<file path="config.mk">
export PLATFORM = sky130hd
export DESIGN_NAME = seg7_scan
export DESIGN_NICKNAME = d
export VERILOG_FILES = /design/src/rtl/seg7_scan.sv
export SDC_FILE = /design/constraint.sdc
export NUM_CORES = 1
export LEC_CHECK = 0
export ABC_AREA = 1
export CAP_MARGIN = 20
export CORE_MARGIN = 4
export CORE_UTILIZATION = 55
export DETAILED_ROUTE_END_ITERATION = 8
export DONT_BUFFER_PORTS = 1
export PLACE_DENSITY_LB_ADDON = 0.2
export SYNTH_ARGS = -nofsm -noshare
export SYNTH_HDL_FRONTEND = slang
export SYNTH_SLANG_ARGS = --single-unit
</file>
<file path="constraint.sdc">
create_clock -name clk -period 2.3 [get_ports clk]
set_clock_uncertainty 0.2 [all_clocks]
set_input_delay 0.46 -clock clk [delete_from_list [all_inputs] [get_ports clk]]
set_output_delay 0.46 -clock clk [all_outputs]
set_load 0.01 [all_outputs]
</file>
<file path="src/rtl/seg7_scan.sv">
// Four-digit multiplexed 7-segment scanner with frame-synchronous BCD snapshots.
// Optional leading-zero blanking is enabled by defining SEG7_SCAN_LZB_EN.
module seg7_scan #(
    parameter int unsigned SCAN_DIV = 50000
) (
    input  logic       clk,
    input  logic       reset,
    input  logic       en,
    input  logic [3:0] bcd0,
    input  logic [3:0] bcd1,
    input  logic [3:0] bcd2,
    input  logic [3:0] bcd3,
    output logic [6:0] seg_out,
    output logic [3:0] dig_out
);

    localparam logic [15:0] CntMax   = 16'(SCAN_DIV - 1);
    localparam logic [6:0]  SegDark  = 7'b1111111;
    localparam logic [3:0]  DigDark  = 4'b1111;

    logic [15:0]     cnt_q, cnt_d;
    logic            tick;
    logic [1:0]      idx_q, idx_d;
    logic [3:0][3:0] snap_q, snap_d;
    logic [6:0]      seg_d;
    logic [3:0]      dig_d;
    logic [3:0]      cur_digit;
    logic            blank;

    // Active-low segment pattern {g,f,e,d,c,b,a}; non-decimal codes show a dash.
    function automatic logic [6:0] decode(input logic [3:0] v);
        logic [6:0] s;
        case (v)
            4'd0:    s = 7'b1000000;
            4'd1:    s = 7'b1111001;
            4'd2:    s = 7'b0100100;
            4'd3:    s = 7'b0110000;
            4'd4:    s = 7'b0011001;
            4'd5:    s = 7'b0010010;
            4'd6:    s = 7'b0000010;
            4'd7:    s = 7'b1111000;
            4'd8:    s = 7'b0000000;
            4'd9:    s = 7'b0010000;
            default: s = 7'b0111111;
        endcase
        return s;
    endfunction

    // Prescaler, scan index and snapshot next-state.
    always_comb begin
        tick   = en && (cnt_q == CntMax);
        cnt_d  = cnt_q;
        idx_d  = idx_q;
        snap_d = snap_q;
        if (en) begin
            cnt_d = tick ? 16'd0 : cnt_q + 16'd1;
        end
        if (tick) begin
            idx_d = idx_q + 2'd1;
            // Capture on the wrap so a whole frame shows one consistent value set.
            if (idx_q == 2'd3) begin
                snap_d = {bcd3, bcd2, bcd1, bcd0};
            end
        end
    end

    always_comb begin
        cur_digit = snap_q[idx_q];
`ifdef SEG7_SCAN_LZB_EN
        case (idx_q)
            2'd3:    blank = (snap_q[3] == 4'd0);
            2'd2:    blank = (snap_q[3] == 4'd0) && (snap_q[2] == 4'd0);
            2'd1:    blank = (snap_q[3] == 4'd0) && (snap_q[2] == 4'd0) &&
                             (snap_q[1] == 4'd0);
            default: blank = 1'b0;
        endcase
`else
        blank = 1'b0;
`endif
    end

    // Output next-state: strobe follows idx_q, so outputs trail idx by one clk.
    always_comb begin
        seg_d = SegDark;
        dig_d = DigDark;
        if (en) begin
            dig_d = ~(4'b0001 << idx_q);
            seg_d = blank ? SegDark : decode(cur_digit);
        end
    end

    always_ff @(posedge clk or negedge reset) begin
        if (!reset) begin
            cnt_q   <= 16'd0;
            idx_q   <= 2'd0;
            snap_q  <= '0;
            seg_out <= SegDark;
            dig_out <= DigDark;
        end else begin
            cnt_q   <= cnt_d;
            idx_q   <= idx_d;
            snap_q  <= snap_d;
            seg_out <= seg_d;
            dig_out <= dig_d;
        end
    end

endmodule

</file>
After elaboration in Yosys (flattened, before gate mapping). Memory sizes are Yosys's and may differ from the RTL's. Index checks and enable logic that the tools add are counted.

Add/subtract/negate cells: 2. Order comparisons: 1. Equality and inequality tests: 2. Shift-type cells: 1. Mux-type cells: 5. Bitwise logic cells: 1. Reduce and logical (&&, ||, !) cells: 2.

Operators by type and width (count): $add A16 B1 Y16 const B (1); $eq A16 B16 Y1 const B (1); $mux W16 (1); $bmux W4 S2 (1); $mux W4 (2); $mux W7 (1); $not A4 Y4 (1); $shl A1 B2 Y4 const A (1); $lt A2 B3 Y1 const B (1); $add A2 B1 Y2 const B (1); $eq A2 B2 Y1 const B (1); $reduce_and A2 Y1 (1); $logic_and A1 B1 Y1 (1).

Register bits: 45. Bits in read-only memories: 112. Input port bits: 19. Output and inout port bits: 11. Word-level logic and storage cells: 23. Memories kept: 1.

Memories: (no name shown) (depth 16, width 7, rd ports 1, clocked after Yosys merged registers in 0, write ports 0, line 33) `case (v)`.

Logic depth before layout (Yosys ltp). Gate-level depths: netlist (run 1). An unclocked memory read counts as a cell.

Depth in word-level cells: 4. Mapped depth: 11. Depth with buffers taken out: 10.

Least setup slack after synthesis (run 1). Ideal clock, no wire load.

Path type: flip-flop to flip-flop. From: reg idx_q[0]. To: reg seg_out[3]. Library setup time: 0.094 ns. Data arrival time: 1.359 ns. Data required time: 2.006 ns. Setup slack: 0.647 ns. Stages on the path, launching flop included: 10. Buffers on the path: 1. Period minus slack after synthesis: 1.653 ns. Cell sequence: dfrtp_1 buf_4 inv_4 nand2_1 nand3_1 nand2_1 ha_1 nand3_1 nand3_1 nand3_1.

Word-level cells in the longest chain between the ends: 4.

Ends and longest elaborated chain: from (decl) (line 23) `logic [1:0] idx_q, idx_d;`; from (signal assigned) (line 101) `idx_q <= idx_d;`; $bmux W4 S2 (line 68) `cur_digit = snap_q[idx_q];`; $mux W4 (not written as such) (line 68); $mem_v2 Z16 W7; $mux W7 (line 86) `if (en) begin`; net seg_d[3] (line 25) `logic [6:0] seg_d;`; to (signal assigned) (line 97) `seg_out <= SegDark;`; to (signal assigned) (line 103) `seg_out <= seg_d;`; to (decl) (line 13) `output logic [6:0] seg_out,`.

The timed path passes the listed nets, and every way through them passes these cells. The select of a mux whose other input is x is not followed. A chain may end at the register's enable or synchronous reset.

Worst setup path after layout (run 1).
From: reg idx_q[0]. To: reg seg_out[5].

The elaborated chain is that of the path after synthesis.

==> summary.md, run 1 <==
| Metric | Value |
|---|---|
| Status | finished, final reports clean |
| Gpl congestion | 0.873 |
| Initial antenna violation count | 0 |
| Share of the synthesized area in the top cell type | 0.340 |
| Pwr per Cell Area | 652 nW/um^2 |
| Final nets | 352 |
| Fmax | 0.522 GHz |
| CTS sink count | 45 |
| Final Setup Violations | 0 |
| Critical Path Start Type | flip-flop |
| Yosys reg bits | 45 |
| NetSw | roughly 530 uW |
| Leakage Power | 1.37 nW |
| YS warnings | 0 |
| Sw frac | 0.305 |
| Peak supply drop | 358 uV |
| Hold/Removal Path Class | primary input to flip-flop |
| Minimum clock period | 1.92 ns |
| Worst Path Max Fanout | 12 |
| Die Span Y | around 75 um |
| CP max stage delay | 0.60 ns |
| Flop pwr share | 0.548 |
| Buf+Inv Stages, Crit Path | 3 |
| Die ar. | approximately 5700 um^2 |
| Starting DRT DRC Count | 146 |
| Row count | 24 |
| Number of remaining DRC errors | 0 |
| Clock Tree Root | clkbuf_8 |
| Most used cell, CP | nand3_1 |
| # hold bufs at CTS | 3 |
| CTS buffer count | 5 |
| CTS clk-pin slew, worst paths | 0.09 ns |
| Largest net degree at the start of global routing | 46 |
| Crit-path leading delay family | flip-flops |
| Layout cell share with drive strength beyond 1 | 0.136 |
| Comb power frac | 0.149 |
| Setup bufs post-CTS | 0 |
| Critical Path AT | roughly 1.9 ns |
| Distinct cells, synth | 25 |
| Worst-margin pin slew | 0.503 ns |
| PostCTS Resize Cnt | 0 |
| Starting Density | 0.571 |
| Final wirelength | 4.74 mm |
| GRT Total Usage | 0.192 |
| Core area | 4380 um^2 |
| Overflow after GRT | 0 |
| Final setup margin | ~0.38 ns |
| Synthesized instance count | 319 |
| Post-synthesis sequential area ratio | 0.455 |
| HPWL Detailed | 3.43 mm |
| Dpl cell area | 2500 um^2 |
| Die Wd | 75.5 um |
| Final Hold Violating Endpoints | 0 |
| Crit path kind | flip-flop to flip-flop |
| Clock tree from TritonCTS | done |
| Routed len/inst | 12.6 um |
| CP endpoint kind | flip-flop |
| Clock network fraction of design power | 0.303 |
| Design internal power | 1.20 mW |
| Final slew viol count | 0 |
| Clock Latency Late Sink | 0.31 ns |
| Final antenna diode count | 0 |
| RSZ-0062 raised after global routing | no |
| Final period utilization | 0.833 |
| H-Tree Depth | 2 |
| Pre-CTS WS | roughly 0.42 ns |
| Detail Route Antenna Nets | 0 |
| Post-Syn Nets | 349 |
| Post-synthesis cell area | about 2500 um^2 |
| Total power | about 1.7 mW |
| Via count | 1862 |
| Cell area after layout | 2640 um^2 |
| TritonRoute pass-1 iters | 4 |
| First-pass GRT wire length | 8.34 mm |
| Vias in the first global route | about 1800 |
| Buffers from clock root to sink, at most | 2 |
| Synth area leader | dfrtp_1 |
| Slew HR | 0.664 |
| Max Cap Viol | 0 |
| Vias per cell | 4.97 |
| Avg Cell Area, Syn | 7.85 um^2 |
| # port buffers | 0 |
| Area Overhead vs Synth | 5.60% |
| Sum of negative setup slack | 0 ns |
| Ranking of synthesized cells by area | dfrtp_1 (34%), nand2_1 (17%), dfstp_2 (12%) |
| Slowest CP cell | dfrtp_1 |
| Ports | 30 |
| Crit path cell chain | inv_4, nand2_1, nand3_1, nand2_1, inv_1, ha_1, inv_1, nand3_1, nand3_1, nand3_1 |
| Req. time, crit path | 2.32 ns |
path summary, 6_finish.rpt:
check	startpoint	endpoint	slack (ns)	depth (start not counted)
max in group asynchronous	reset	seg_out[2]$_DFF_PN1_	1.14	2
hold reg to reg	snap_q[2]$_DFFE_PN0P_	snap_q[2]$_DFFE_PN0P_	0.29	2
hold / removal	en	seg_out[5]$_DFF_PN1_	0.03	1
setup reg to reg	idx_q[0]$_DFFE_PN0P_	seg_out[5]$_DFF_PN1_	0.38	10
setup / recovery	idx_q[0]$_DFFE_PN0P_	seg_out[5]$_DFF_PN1_	0.38	10
min in group asynchronous	reset	snap_q[13]$_DFFE_PN0P_	0.49	2
kinds of logic after synthesis:
| logic type | after synthesis | share of synthesized area |
|---|---|---|
| AND/OR/NAND/NOR | 210 | 0.384 |
| flip-flops | 45 | 0.455 |
| buffers and inverters | 44 | 0.0865 |
| adder cells (fa/ha/maj) | 11 | 0.0550 |
| AO/OA/AOI/OAI | 8 | 0.0160 |
| XOR/XNOR | 1 | 0.00350 |
worst register-to-register path, cell delays in order, from the launching register on:
cell	delay (ns)
dfrtp_1	0.60
inv_4	0.12
nand2_1	0.08
nand3_1	0.06
nand2_1	0.18
inv_1	0.12
ha_1	0.21
inv_1	0.05
nand3_1	0.07
nand3_1	0.08
nand3_1	0.07
layout make-up:
| class | count | area [um^2] |
|---|---|---|
| clock inverters | 2 | 16.3 |
| clock buffers | 6 | 82.6 |
| flip-flops and latches | 45 | 1140 |
| well taps | 52 | 65.1 |
| repair buffers | 4 | 55.1 |
| fillers | 388 | 1740 |
| inverters | 36 | 138 |
| multi-input cells | 230 | 1150 |
placed cells by master, fill, tap and decap left out, types with 2 or more instances in the layout:
cell type	n
nand3_1	45
nand3b_1	2
nand3_2	4
dfrtp_1	34
nor2_4	4
nand4_1	2
inv_1	29
nand2_1	116
nor2_1	25
o21ai_0	5
dfstp_2	11
nor2_2	2
dlygate4sd3_1	2
a21oi_1	3
nor3_1	4
inv_2	6
ha_1	11
clkbuf_8	6
nand2_2	3
synthesized netlist by cell type:
master / instances
nand2_4: 1
nand2_1: 116
nand3_1: 45
nor2b_4: 1
nor2_2: 2
inv_2: 6
ha_1: 11
o21ai_0: 5
inv_1: 29
clkbuf_1: 1
buf_6: 6
nand3_4: 1
inv_4: 1
nand4_1: 2
dfstp_2: 11
nor2_4: 4
buf_4: 1
dfrtp_1: 34
nand2_2: 3
nor2_1: 25
xor2_1: 1
nor3_1: 4
nand3_2: 4
nand3b_1: 2
a21oi_1: 3
stage by stage:
step / hold slack [ns] / utilization / cells
after floorplan: -0.0356 / - / 319
after global placement: -0.0343 / 0.570 / 364
after CTS: 0.0212 / 0.603 / 375
after detailed placement: -0.0340 / 0.570 / 364
final: 0.0253 / 0.603 / 375
after global routing: 0.0166 / 0.603 / 375
metal layers:
layer / GRT usage / vias to the layer above / part of all wire
met3: 0.0422 / 6 / 0.046
met2: 0.284 / 43 / 0.45
met1: 0.282 / 812 / 0.50
met5: 0 / - / 0
li1: - / 1001 / -
met4: 0.0583 / 0 / 0.011
sequential cells by signal, summed over array words and instances, names as in the netlist:
name	cells
seg_out	7
cnt_q	16
dig_out	4
idx_q	2
snap_q	16
power by group through the flow:
stage,Sequential (mW),Clock [mW],Combinational [mW]
after global routing,0.958,0.576,0.304
final,0.945,0.523,0.256
after floorplan,0.938,0,0.205
after CTS,0.944,0.536,0.258
after detailed placement,0.953,0,0.236
after global placement,0.957,0,0.229
Note: power is estimated with default switching activity, not from simulation.
==> run 2, diff against run 1 <==
Clock period 2.3 ns to 1.59 ns, I/O delays scaled along.
==> run 2 against run 1 <==
Compared with the run above:
- the flow now finishes with violations (negative hold slack, negative setup slack)
- maximum frequency is 16% higher
- cell count is 13% higher
- combinational power grew to 2.7 times the previous value
- power is 64% higher
- critical path type unchanged
- largest cell class unchanged
- count of clock-buffer cells in the layout stayed put
==> summary.md, run 2 (same netlist as run 1, synthesis figures left out) <==
| Metric | Value |
|---|---|
| Status | finished, violations left (was finished, final reports clean) |
| Failing checks | negative hold slack, negative setup slack |
| Die Wd | 75.5 um (unchanged) |
| Detail Route Antenna Nets | 0 (unchanged) |
| Crit path kind | flip-flop to flip-flop (unchanged) |
| Vias per cell | 5.32 (was 4.97) |
| Dpl cells | 387 (was 364) |
| Final period utilization | 1.04 (was 0.833) |
| Most frequent cells in the layout | nand2_1 (84), nand3_1 (36), nand2_2 (30), dfrtp_1 (30), buf_4 (25) (was nand2_1 (116), nand3_1 (45), dfrtp_1 (34), inv_1 (29), nor2_1 (25)) |
| Pwr per Cell Area | 830 nW/um^2 (was 652 nW/um^2) |
| Via count | 2246 (was 1862) |
| Crit path cell chain | ha_4, inv_4, nor2_4, nand2_2, nor2_4, nand3_4, nand2_2, nand2_2 (was inv_4, nand2_1, nand3_1, nand2_1, inv_1, ha_1, inv_1, nand3_1, nand3_1, nand3_1) |
| Fin cells | 422 (was 375) |
| Final Setup Violations | 24 (was 0) |
| Final antenna diode count | 0 (unchanged) |
| Layout cell share with drive strength beyond 1 | 0.405 (was 0.136) |
| Die Span Y | 75.5 um (unchanged) |
| CTS clk-pin slew, worst paths | 0.09 ns (about the same) |
| Largest net degree at the start of global routing | 46 (unchanged) |
| Commonest non-fill, non-tap cell in the layout | nand2_1 (unchanged) |
| Max Cap Viol | 0 (unchanged) |
| Final setup margin | -0.0604 ns (was 0.384 ns) |
| Core area | 4380 um^2 (unchanged) |
| Ports | 30 (unchanged) |
| Number of remaining DRC errors | 0 (unchanged) |
| RSZ-0062 raised after global routing | yes (was no) |
| Critical Path Start Type | flip-flop (unchanged) |
| Most used cell, CP | nand2_2 (was nand3_1) |
| Starting Density | 0.571 (unchanged) |
| Starting DRT DRC Count | 129 (was 146) |
| CTS sink count | 45 (unchanged) |
| Overflow after GRT | 0 (unchanged) |
| Final wirelength | 6.02 mm (was 4.74 mm) |
| Vias in the first global route | 2091 (was 1806) |
| Final slew viol count | 0 (unchanged) |
| Routed len/inst | 14.3 um (was 12.6 um) |
| # port buffers | 0 (unchanged) |
| Area Overhead vs Synth | 35.7% (was 5.60%) |
| Total power | 2.82 mW (was 1.72 mW) |
| Cell area after layout | 3400 um^2 (was 2640 um^2) |
| First-pass GRT wire length | 9.64 mm (was 8.34 mm) |
| Slew HR | 0.807 (was 0.664) |
| CP max stage delay | 0.42 ns (was 0.60 ns) |
| Buffers from clock root to sink, at most | 2 (unchanged) |
| Row count | 24 (unchanged) |
| Hold path cells | 1 (unchanged) |
| Dpl cell area | 2700 um^2 (was 2500 um^2) |
| Pre-CTS WS | -0.0748 ns (was 0.423 ns) |
| Die ar. | 5700 um^2 (unchanged) |
| Clock tree from TritonCTS | done (unchanged) |
| Gpl congestion | 0.866 (was 0.873) |
| Post-layout util | 0.775 (was 0.603) |
| # hold bufs at CTS | 18 (was 3) |
| TritonRoute pass-1 iters | 5 (was 4) |
| Minimum clock period | 1.65 ns (was 1.92 ns) |
| CP endpoint kind | flip-flop (unchanged) |
| Clock Latency Late Sink | 0.30 ns (was 0.31 ns) |
| Hold/Removal Path Class | primary input to flip-flop (unchanged) |
| Worst Path Max Fanout | 8 (was 12) |
| Slowest CP cell | dfrtp_1 (unchanged) |
| CTS buffer count | 5 (unchanged) |
| Hold slack | -0.154 ns (was 0.0253 ns) |
| Peak supply drop | 633 uV (was 358 uV) |
| Req. time, crit path | 1.59 ns (was 2.32 ns) |
| HPWL Detailed | 3.67 mm (was 3.43 mm) |
| Sum of negative setup slack | -0.690 ns (was 0 ns) |
| Critical Path AT | 1.65 ns (was 1.94 ns) |
| FF-to-FF path depth | 8 (was 10) |
| Top flop regs | cnt_q: 16 flops, snap_q: 16 flops, seg_out: 7 flops (unchanged) |
| Final nets | 399 (was 352) |
| Leakage Power | 1.62 nW (was 1.37 nW) |
| Worst-margin pin slew | 0.287 ns (was 0.503 ns) |
| H-Tree Depth | 2 (unchanged) |
| GRT Total Usage | 0.223 (was 0.192) |
| Initial antenna violation count | 0 (unchanged) |
| Fmax | 0.606 GHz (was 0.522 GHz) |
| Final Hold Violating Endpoints | 12 (was 0) |
| Clock Tree Root | clkbuf_8 (unchanged) |
==> run 2: timing repair <==
item / CTS / global route
setup buffers: 3 / 5
gates resized for setup: 39 / 59
cloned: 1 / 0
hold endpoints to repair: 73 / 12
endpoints found under the setup margin: 29 / 37
pin swaps: 15 / 15
==> run 2: final timing paths <==
kind	startpoint	slack, ns	end
setup / recovery	cnt_q[0]$_DFFE_PN0P_	-0.06	snap_q[11]$_DFFE_PN0P_
hold / removal	en	-0.15	dig_out[3]$_DFF_PN1_
setup reg to reg	cnt_q[0]$_DFFE_PN0P_	-0.06	snap_q[11]$_DFFE_PN0P_
hold reg to reg	snap_q[7]$_DFFE_PN0P_	0.30	snap_q[7]$_DFFE_PN0P_
max in group asynchronous	reset	0.60	seg_out[6]$_DFF_PN1_
min in group asynchronous	reset	0.33	cnt_q[7]$_DFFE_PN0P_
==> run 2: power by group <==
part | internal [mW] | switching (mW) | leakage, nW | total [mW]
clock network | 0.361 | 0.406 | 0.0518 | 0.767
logic | 0.279 | 0.400 | 1.04 | 0.679
registers | 1.25 | 0.124 | 0.533 | 1.38
==> run 2: area by class of cell <==
cell class	instances	area, um^2
timing repair buffer	50	482
fill	286	986
tap	52	65.1
multi-input combinational	231	1460
sequential	45	1140
clock inverter	2	17.5
inverter	36	148
clock buffer	6	82.6
==> run 2: routing by layer <==
metal | vias up | track usage | part of all wire
li1 | 1096 | - | -
met1 | 1068 | 0.307 | 0.44
met2 | 69 | 0.353 | 0.49
met3 | 13 | 0.0435 | 0.047
met4 | 0 | 0.0796 | 0.023
met5 | - | 0 | 0
==> run 2: worst max-delay path: cells and delay by family (launching register included) <==
kind / cells / cell delay (ns)
DFF: 1 / 0.42
adders and majority gates: 1 / 0.19
and+or+nand+nor: 6 / 0.71
buffers and inverters: 1 / 0.04
==> run 3, diff against run 2 <==
Settings changed: SLEW_MARGIN from default to 20.
==> results of run 3 <==
Final layout, timing and power as in run 2 (identical DEF).
